==> src/rtl/asteroids_pkg.sv <==
// Shared constants for the shot mover: direction codes,
// debug state codes and edge-handling modes.
package asteroids_pkg;

  localparam logic [2:0] DIR_N  = 3'd0;
  localparam logic [2:0] DIR_NE = 3'd1;
  localparam logic [2:0] DIR_E  = 3'd2;
  localparam logic [2:0] DIR_SE = 3'd3;
  localparam logic [2:0] DIR_S  = 3'd4;
  localparam logic [2:0] DIR_SW = 3'd5;
  localparam logic [2:0] DIR_W  = 3'd6;
  localparam logic [2:0] DIR_NW = 3'd7;

  localparam logic [4:0] ST_ESPERA    = 5'd0;
  localparam logic [4:0] ST_CARREGA   = 5'd1;
  localparam logic [4:0] ST_ATUALIZA  = 5'd2;
  localparam logic [4:0] ST_CONCLUIDO = 5'd3;

  localparam int BORDA_DESATIVA = 0;
  localparam int BORDA_CONTORNA = 1;

  function automatic logic signed [1:0] passo_x(
    input logic [2:0] d
  );
    unique case (d)
      DIR_NE, DIR_E, DIR_SE: return 2'sd1;
      DIR_SW, DIR_W, DIR_NW: return -2'sd1;
      default:               return 2'sd0;
    endcase
  endfunction

  function automatic logic signed [1:0] passo_y(
    input logic [2:0] d
  );
    unique case (d)
      DIR_SE, DIR_S, DIR_SW: return 2'sd1;
      DIR_NW, DIR_N, DIR_NE: return -2'sd1;
      default:               return 2'sd0;
    endcase
  endfunction

endpackage

==> src/rtl/move_tiros_multi_tiro_passo.sv <==
// One movement step of a shot: {x,y,dir} -> next position.
// Ports: x,y,dir in; x_novo,y_novo,saiu (left screen) out.
module tiro_passo
  import asteroids_pkg::*;
#(
  parameter int COORD_W    = 4,
  parameter int LIMITE_X   = 15,
  parameter int LIMITE_Y   = 15,
  parameter int MODO_BORDA = BORDA_DESATIVA
) (
  input  logic [COORD_W-1:0] x,
  input  logic [COORD_W-1:0] y,
  input  logic [2:0]         dir,
  output logic [COORD_W-1:0] x_novo,
  output logic [COORD_W-1:0] y_novo,
  output logic               saiu
);

  // Two guard bits so LIMITE+1 never aliases to a negative value.
  localparam int SW = COORD_W + 2;
  localparam logic signed [SW-1:0] LX = SW'(LIMITE_X);
  localparam logic signed [SW-1:0] LY = SW'(LIMITE_Y);
  localparam logic [COORD_W-1:0] LXC = COORD_W'(LIMITE_X);
  localparam logic [COORD_W-1:0] LYC = COORD_W'(LIMITE_Y);

  logic signed [1:0]    dx, dy;
  logic signed [SW-1:0] nx, ny;
  logic                 fora_x, fora_y;

  always_comb begin
    dx = passo_x(dir);
    dy = passo_y(dir);
    nx = $signed({2'b00, x}) + {{(SW-2){dx[1]}}, dx};
    ny = $signed({2'b00, y}) + {{(SW-2){dy[1]}}, dy};
    fora_x = nx[SW-1] || (nx > LX);
    fora_y = ny[SW-1] || (ny > LY);
    saiu   = fora_x || fora_y;
    x_novo = nx[COORD_W-1:0];
    y_novo = ny[COORD_W-1:0];
    if (MODO_BORDA == BORDA_CONTORNA) begin
      if (fora_x) x_novo = nx[SW-1] ? LXC : '0;
      if (fora_y) y_novo = ny[SW-1] ? LYC : '0;
    end else if (saiu) begin
      x_novo = x;
      y_novo = y;
    end
  end

endmodule

==> src/rtl/move_tiros_multi.sv <==
// Multi-slot shot store: spawns shots and steps all of them.
// Ports: clock/reset, iniciar/novo_* in; read port, status out.
module move_tiros_multi
  import asteroids_pkg::*;
#(
  parameter int N_TIROS    = 4,
  parameter int COORD_W    = 4,
  parameter int LIMITE_X   = 15,
  parameter int LIMITE_Y   = 15,
  parameter int MODO_BORDA = BORDA_DESATIVA,
  localparam int IDX_W     = $clog2(N_TIROS)
) (
  input  logic               clock,
  input  logic               reset,
  input  logic               iniciar,
  input  logic               novo_tiro,
  input  logic [COORD_W-1:0] novo_x,
  input  logic [COORD_W-1:0] novo_y,
  input  logic [2:0]         nova_direcao,
  input  logic [IDX_W-1:0]   sel_tiro,
  output logic [COORD_W-1:0] tiro_x,
  output logic [COORD_W-1:0] tiro_y,
  output logic [2:0]         tiro_direcao,
  output logic               tiro_ativo,
  output logic [N_TIROS-1:0] tiros_ativos,
  output logic               pronto,
  output logic               movimentacao_concluida_tiro,
  output logic               tiro_descartado,
  output logic [4:0]         db_estado
);

  localparam logic [IDX_W-1:0] IDX_MAX = IDX_W'(N_TIROS - 1);

  logic [COORD_W-1:0] px [N_TIROS];
  logic [COORD_W-1:0] py [N_TIROS];
  logic [2:0]         pd [N_TIROS];
  logic [N_TIROS-1:0] ativo;

  logic [4:0]         estado;
  logic [IDX_W-1:0]   idx;
  logic [COORD_W-1:0] wx, wy;
  logic [2:0]         wd;
  logic               wa;

  logic [COORD_W-1:0] x_novo, y_novo;
  logic               saiu;
  logic [IDX_W-1:0]   livre;
  logic               tem_livre;
  logic               spawn;

  tiro_passo #(
    .COORD_W   (COORD_W),
    .LIMITE_X  (LIMITE_X),
    .LIMITE_Y  (LIMITE_Y),
    .MODO_BORDA(MODO_BORDA)
  ) u_passo (
    .x     (wx),
    .y     (wy),
    .dir   (wd),
    .x_novo(x_novo),
    .y_novo(y_novo),
    .saiu  (saiu)
  );

  // Lowest-index inactive slot wins.
  always_comb begin
    livre     = '0;
    tem_livre = 1'b0;
    for (int i = N_TIROS - 1; i >= 0; i--) begin
      if (!ativo[i]) begin
        livre     = IDX_W'(i);
        tem_livre = 1'b1;
      end
    end
  end

  assign spawn = (estado == ST_ESPERA) && novo_tiro && !iniciar;

  always_ff @(posedge clock or negedge reset) begin
    if (!reset) begin
      estado          <= ST_ESPERA;
      idx             <= '0;
      wx              <= '0;
      wy              <= '0;
      wd              <= '0;
      wa              <= 1'b0;
      tiro_descartado <= 1'b0;
    end else begin
      tiro_descartado <= spawn && !tem_livre;
      case (estado)
        ST_ESPERA: begin
          if (iniciar) begin
            estado <= ST_CARREGA;
            idx    <= '0;
          end
        end
        ST_CARREGA: begin
          wx     <= px[idx];
          wy     <= py[idx];
          wd     <= pd[idx];
          wa     <= ativo[idx];
          estado <= ST_ATUALIZA;
        end
        ST_ATUALIZA: begin
          if (idx == IDX_MAX) begin
            estado <= ST_CONCLUIDO;
          end else begin
            idx    <= idx + 1'b1;
            estado <= ST_CARREGA;
          end
        end
        default: estado <= ST_ESPERA;
      endcase
    end
  end

  always_ff @(posedge clock or negedge reset) begin
    if (!reset) begin
      for (int i = 0; i < N_TIROS; i++) begin
        px[i] <= '0;
        py[i] <= '0;
        pd[i] <= '0;
      end
      ativo <= '0;
    end else if (spawn && tem_livre) begin
      px[livre]    <= novo_x;
      py[livre]    <= novo_y;
      pd[livre]    <= nova_direcao;
      ativo[livre] <= 1'b1;
    end else if (estado == ST_ATUALIZA && wa) begin
      px[idx]    <= x_novo;
      py[idx]    <= y_novo;
      ativo[idx] <= (MODO_BORDA == BORDA_CONTORNA) || !saiu;
    end
  end

  assign tiro_x       = px[sel_tiro];
  assign tiro_y       = py[sel_tiro];
  assign tiro_direcao = pd[sel_tiro];
  assign tiro_ativo   = ativo[sel_tiro];
  assign tiros_ativos = ativo;
  assign pronto       = (estado == ST_ESPERA);
  assign db_estado    = estado;
  assign movimentacao_concluida_tiro = (estado == ST_CONCLUIDO);

endmodule

==> config.mk <==
export PLATFORM = sky130hd
export DESIGN_NAME = move_tiros_multi
export DESIGN_NICKNAME = d
export VERILOG_FILES = /design/src/rtl/asteroids_pkg.sv /design/src/rtl/move_tiros_multi_tiro_passo.sv /design/src/rtl/move_tiros_multi.sv
export SDC_FILE = /design/constraint.sdc
export NUM_CORES = 1
export LEC_CHECK = 0
export BUFFER_PORTS_ARGS = -buffer_cell sky130_fd_sc_hd__buf_2
export CORE_MARGIN = 2
export CORE_UTILIZATION = 60
export DETAILED_ROUTE_END_ITERATION = 7
export GPL_ROUTABILITY_DRIVEN = 0
export PLACE_DENSITY = 0.81
export SLEW_MARGIN = 5
export SYNTH_ARGS = -nofsm -noshare
export SYNTH_HDL_FRONTEND = slang
export SYNTH_SLANG_ARGS = --single-unit
==> constraint.sdc <==
create_clock -name clock -period 7.08 [get_ports clock]
set_clock_uncertainty 0.15 [all_clocks]
set_input_delay 1.416 -clock clock [delete_from_list [all_inputs] [get_ports clock]]
set_output_delay 1.416 -clock clock [all_outputs]
set_load 0.005 [all_outputs]
==> results of run 1 <==
## synth_stat cells (all sizes together)
cell type	count	area (um^2)
dfrtp	65	1630
nand2	46	175
mux2	24	274
mux4	24	541
a22oi	21	158
o221ai	20	194
o21ai	17	85.1
nor2	13	53.8
clkbuf	12	45.0
ha	11	138
a21oi	9	45.0
buf	9	51.3
inv	9	33.8
mux2i	8	80.1
nand3	5	37.5
nand2b	4	25.0
nor3	4	20.0
o211ai	3	22.5
a21boi	2	15.0
a31oi	2	12.5
and3	2	12.5
nand3b	2	15.0
nand4	2	12.5
o21a	2	15.0
o22ai	2	12.5
or2	2	12.5
xnor2	2	17.5
xor2	2	17.5
a2111oi	1	8.76
a21bo	1	10.0
a221oi	1	15.0
a32oi	1	8.76
and2	1	6.26
conb	1	3.75
fa	1	20.0
nor2b	1	6.26
nor3b	1	18.8
nor4b	1	15.0
o311a	1	10.0
o31ai	1	12.5
or2b	1	7.51
or3	1	11.3
## flip-flops by register name, summed over array words and instances (netlist names)
| register | flops |
|---|---|
| idx | 2 |
| py | 16 |
| wa | 1 |
| wx | 4 |
| wy | 4 |
| tiro_descartado | 1 |
| px | 16 |
| tiros_ativos | 4 |
| pd | 12 |
| wd | 3 |
| db_estado | 2 |
## critical path, stage by stage
cell and delay, ns:
buf_2 0.40, mux4_2 0.59, buf_2 0.14
## layout by cell type (no fill, tap or decap), drive strengths merged, types with 5 or more instances in the layout
cell and instances:
clkbuf 10, buf 39, nor2 13, inv 9, nand2 46, o221ai 20
mux2 24, mux2i 8, dfrtp 65, o21ai 17, nand3 5, a22oi 21
ha 11, mux4 24, a21oi 9
## per-layer routing
layer  routed length [um]  GRT usage, %  vias up
met2                 4780          45.8      161
met3                  774          6.19       30
met1                 3970          39.9     1569
met4                  225          12.1        0
li1                     -             -     1355
met5                    0             0        -
## through the flow
stage	instance area [um^2]	total power [mW]	worst slack (ns)	instances	util, %
2_1_floorplan	3910	1.43	3.29	340	-
3_3_place_gp	4110	1.67	2.95	435	65.1
3_5_place_dp	4110	1.72	2.95	435	65.1
4_1_cts	4320	2.07	2.95	451	68.4
5_1_grt	4320	2.22	2.90	451	68.4
6_report	4320	2.08	2.97	451	68.4
## path summary, 6_finish.rpt
kind	to	from	slack [ns]	cells after the start
worst max-delay path	tiro_x[3]	sel_tiro[0]	2.97	3
worst min-delay path	wa	wa	0.37	1
worst max register to register	px[3]	wd[1]	3.85	10
worst min register to register	wa	wa	0.37	1
max in group asynchronous	py[2]	reset	5.15	2
min in group asynchronous	py[9]	reset	1.09	2
## cell families after synthesis
| kind of cell | count (synthesis) | synth area share, % |
|---|---|---|
| other | 1 | 0.0961 |
| and+or+nand+nor | 86 | 11.0 |
| AOI/OAI and AO/OA | 84 | 16.0 |
| adders and majority gates | 12 | 4.04 |
| muxes | 56 | 22.9 |
| xor gates and xnor gates | 4 | 0.898 |
| DFF | 65 | 41.7 |
| buffers and inverters | 30 | 3.34 |
## power by group
part | switching (mW) | internal [mW]
registers | 0.198 | 0.531
clock network | 0.149 | 0.196
logic | 0.507 | 0.501
total | 0.855 | 1.23
## area by class of cell
type	count	area (um^2)	area share [%]
Multi-Input combinational cell	245	2150	49.8
Sequential cell	65	1630	37.7
Timing Repair Buffer	39	200	4.63
Clock buffer	10	128	2.95
Tap cell	77	96.3	2.23
Clock inverter	6	82.6	1.91
Inverter	9	33.8	0.782
==> results.cfg, run 1 <==
[worst_setup_path]
crit_path_start_kind = input pin
cp-end-kind = output port
crit_fanout = 12
crit_type = input pin to output port
worstPathArrival_ns = 2.55
worstPathRequired_ns = 5.51

[flow_run]
maxCapViolCount = 0

[place]
dp_hpwl_um = 6340
numPortBuffers = 37

[global_route]
grt_max_degree = 66
grt_pass1_wl_um = 15900
gr-total-overflow = 0
grt_antenna_before_repair = 0
grt_pass1_vias = 3133
grt.total_usage_pct = 29.2

[finish]
drive_gt1_share_pct = 31.6
area_growth_syn_to_layout_pct = 10.7
n_antenna_cell = 0
final.fill_count = 455
fin_nets = 398

[floorplan]
dieHeight_um = 84.6
core_um2 = 6310
rows = 29
die_area_um2 = 7160
chipWidth_um = 84.6
start_util_pct = 61.8
pin_count = 41

[timing]
rsz0062_at_grt = no
final.setup.tns_ns = 0
post-route-min-period_ns = 4.11
timing.final.crit_share_pct = 58.1
tightestPinTransition_ns = 0.973
max_slew_margin_pct = 34.9
max_clock_freq_mhz = 243
whs_ns = 0.372
final_max_slew_viol_count = 0
hold_viol = 0
setup_viol = 0

[cts]
h-tree-depth = 3
cts_tree = done
clock_latency_ns = 0.36
ctsHoldBuffers = 0
cts_buffers = 9
clock_path_buffers = 2
cts.clk_slew.worst_paths_ns = 0.07
postCtsSetupRepairBufs = 0
ctsResizeCount = 0
cts_root_buffer = clkbuf_8
clock_sinks = 65

[routing]
totalWireLength_um = 9750
ant_nets = 0
first_iter_violations = 391
vias = 3115
avgViaCountPerCell = 6.91
drt_pass1_iterations = 8
detail_route.drc_violations = 0
wl_per_cell_um = 21.6

[synth]
synth.distinct_cells = 52
syn_inst = 338
avgSynthCellArea_um2 = 11.5
yosys_warnings = 0
synth_area_um2 = 3900
ys_ff_latch = 65
synth_seq_area_share_pct = 41.7

[power_and_ir_drop]
ir_drop_v = 0.000301
leakage_nw = 1.85
power_density_nw_per_um2 = 482

[run_status]
status = finished clean

[min_path]
min_path_type = flop to flop
Note: power is estimated with default switching activity, not from simulation.
==> inputs of run 2 (changes only) <==
--- a/config.mk
+++ b/config.mk
@@ -5,6 +5,7 @@
 export SDC_FILE = /design/constraint.sdc
 export NUM_CORES = 1
 export LEC_CHECK = 0
+export ABC_AREA = 1
 export BUFFER_PORTS_ARGS = -buffer_cell sky130_fd_sc_hd__buf_2
 export CORE_MARGIN = 2
 export CORE_UTILIZATION = 60
==> constraint.sdc (replaced) <==
create_clock -name clock -period 4.2 [get_ports clock]
set_clock_uncertainty 0.15 [all_clocks]
set_input_delay 0.84 -clock clock [delete_from_list [all_inputs] [get_ports clock]]
set_output_delay 0.84 -clock clock [all_outputs]
set_load 0.005 [all_outputs]
==> run 2 against run 1 <==
Net effect: total power grew 92%; final area rose by 6.1%; worst setup slack worse by 2.1 ns; combinational power is 130% higher; die area rose by 7.0%; sequential cell count unchanged; critical endpoint is now tiro_y[1]; largest cell class unchanged; largest power group unchanged; highest routed layer unchanged.
==> results.cfg, run 2 <==
[worst_setup_path]
ff2ff_path_depth = 16
crit_slowest_cell = inv_1
worstPathArrival_ns = 2.33
crit_type = input pin to output port
slowest_delay_ns = 0.68
r2r_end = py[14]
cp-end-kind = output port
worstPathRequired_ns = 3.21
r2r_setup_slack_ns = 1.50
rr_startpoint = wd[1]
crit_path_start_kind = input pin
path_cells = buf_2, inv_1, o21ai_0, a21oi_1, a21oi_1, buf_2
crit_fanout = 34

[finish]
fin_cells = 665
top_regs = px (16), py (16), pd (12)
final_util_pct = 67.9
final_common_cell = o21ai_0
n_antenna_cell = 0
fin_nets = 610
mostFrequentLayoutCells = o21ai_0 (81), nand2_1 (72), dfrtp_1 (65)
drive_gt1_share_pct = 17.4
area_growth_syn_to_layout_pct = 9.50

[floorplan]
rows = 30
pin_count = 41
die_area_um2 = 7660
core_um2 = 6760
dieHeight_um = 87.5
start_util_pct = 62.0
chipWidth_um = 87.5

[cts]
clock_latency_ns = 0.34
ctsHoldBuffers = 0
cts.clk_slew.worst_paths_ns = 0.07
cts_root_buffer = clkbuf_8
ctsResizeCount = 0
clock_sinks = 65
cts_tree = done
clock_path_buffers = 2
postCtsSetupRepairBufs = 0
cts_buffers = 9
h-tree-depth = 3

[routing]
first_iter_violations = 469
wl_per_cell_um = 17.4
ant_nets = 0
totalWireLength_um = 11600
avgViaCountPerCell = 6.09
drt_pass1_iterations = 5
vias = 4053
detail_route.drc_violations = 0

[timing]
timing.final.crit_share_pct = 79.0
final_max_slew_viol_count = 0
max_clock_freq_mhz = 301
post-route-min-period_ns = 3.32
whs_ns = 0.349
tightestPinTransition_ns = 0.880
setup_viol = 0
rsz0062_at_grt = no
hold_viol = 0
final.setup.tns_ns = 0
max_slew_margin_pct = 41.2

[place]
dp.cells = 650
dp_hpwl_um = 8080
numPortBuffers = 37

[flow_run]
maxCapViolCount = 0

[min_path]
worstHoldPathCells = 2
hp-start = pd[8]
worstHoldEndpoint = pd[8]
min_path_type = flop to flop

[power_and_ir_drop]
ir_drop_v = 0.000420
power_density_nw_per_um2 = 874
leakage_nw = 2.24

[global_route]
grt_antenna_before_repair = 0
grt.total_usage_pct = 32.0
grt_pass1_vias = 3686
gr-total-overflow = 0
grt_pass1_wl_um = 18600
grt_max_degree = 35

[synth]
synth.distinct_cells = 38
avgSynthCellArea_um2 = 7.61
ys_ff_latch = 65
yosys-top-cells-count = o21ai_0 (81), nand2_1 (72), dfrtp_1 (65)
yosysMostFrequentCell = o21ai_0
synth_seq_area_share_pct = 38.9
syn_inst = 550
yosys.area.top_type = dfrtp_1
yosys_warnings = 0
synth_top_cell_area_share_pct = 38.9
synth_area_um2 = 4190
ys.flop_type = dfrtp_1
synthTopCellsByArea = dfrtp_1 (39%), o21ai_0 (9.7%), a21oi_1 (7.2%)
async_flop_share_pct = 100
synth_edf_count = 0

[run_status]
status = finished clean
-- run 2: report_power, final --
part	internal (mW)	total, mW	switching, mW
clock network	0.269	0.507	0.239
registers	0.924	1.19	0.265
logic	0.791	2.31	1.52
-- run 2: stage by stage --
| step | total power [mW] | cell area [um^2] | setup slack (ns) |
|---|---|---|---|
| 2_1_floorplan | 2.81 | 4190 | 1.74 |
| 3_3_place_gp | 3.35 | 4410 | 1.03 |
| 3_5_place_dp | 3.43 | 4410 | 0.956 |
| 4_1_cts | 3.96 | 4580 | 0.929 |
| 5_1_grt | 4.32 | 4580 | 0.762 |
| 6_report | 4.01 | 4580 | 0.882 |
-- run 2: final cells by class --
type                       count  area [um^2]
clock inverter                 4         45.0
fill                         576         2170
multi-input combinational    394         2190
tap                           80          100
sequential                    65         1630
timing repair buffer          42          223
clock buffer                  11          131
inverter                      69          264
-- run 2: cell families after synthesis --
logic type / after synthesis / synth area share [%]
fa+ha+maj: 12 / 3.77
xor+xnor: 3 / 0.628
buf+inv: 93 / 8.91
flops: 65 / 38.9
other cells: 1 / 0.0896
simple gates: 184 / 22.3
compound gates: 192 / 25.5
-- run 2: worst max path at each step --
stage	start	end	depth (start not counted)
after floorplan	sel_tiro[0]	tiro_x[1]	5
after global placement	sel_tiro[0]	tiro_y[1]	6
after detailed placement	sel_tiro[0]	tiro_x[0]	6
after CTS	sel_tiro[0]	tiro_y[1]	6
after global routing	sel_tiro[0]	tiro_x[0]	6
final	sel_tiro[0]	tiro_y[1]	6
-- run 2: per-layer routing --
metal	vias to the layer above	GRT usage [%]	routed length (um)
li1	1891	-	-
met5	-	0	0
met1	1919	45.3	4850
met4	0	13.1	351
met3	32	5.47	1000
met2	211	49.0	5360
-- run 2: worst max-delay path, delay by kind of cell --
family | cells | cell delay, ns
buf+inv | 3 | 1.01
compound gates | 3 | 0.48
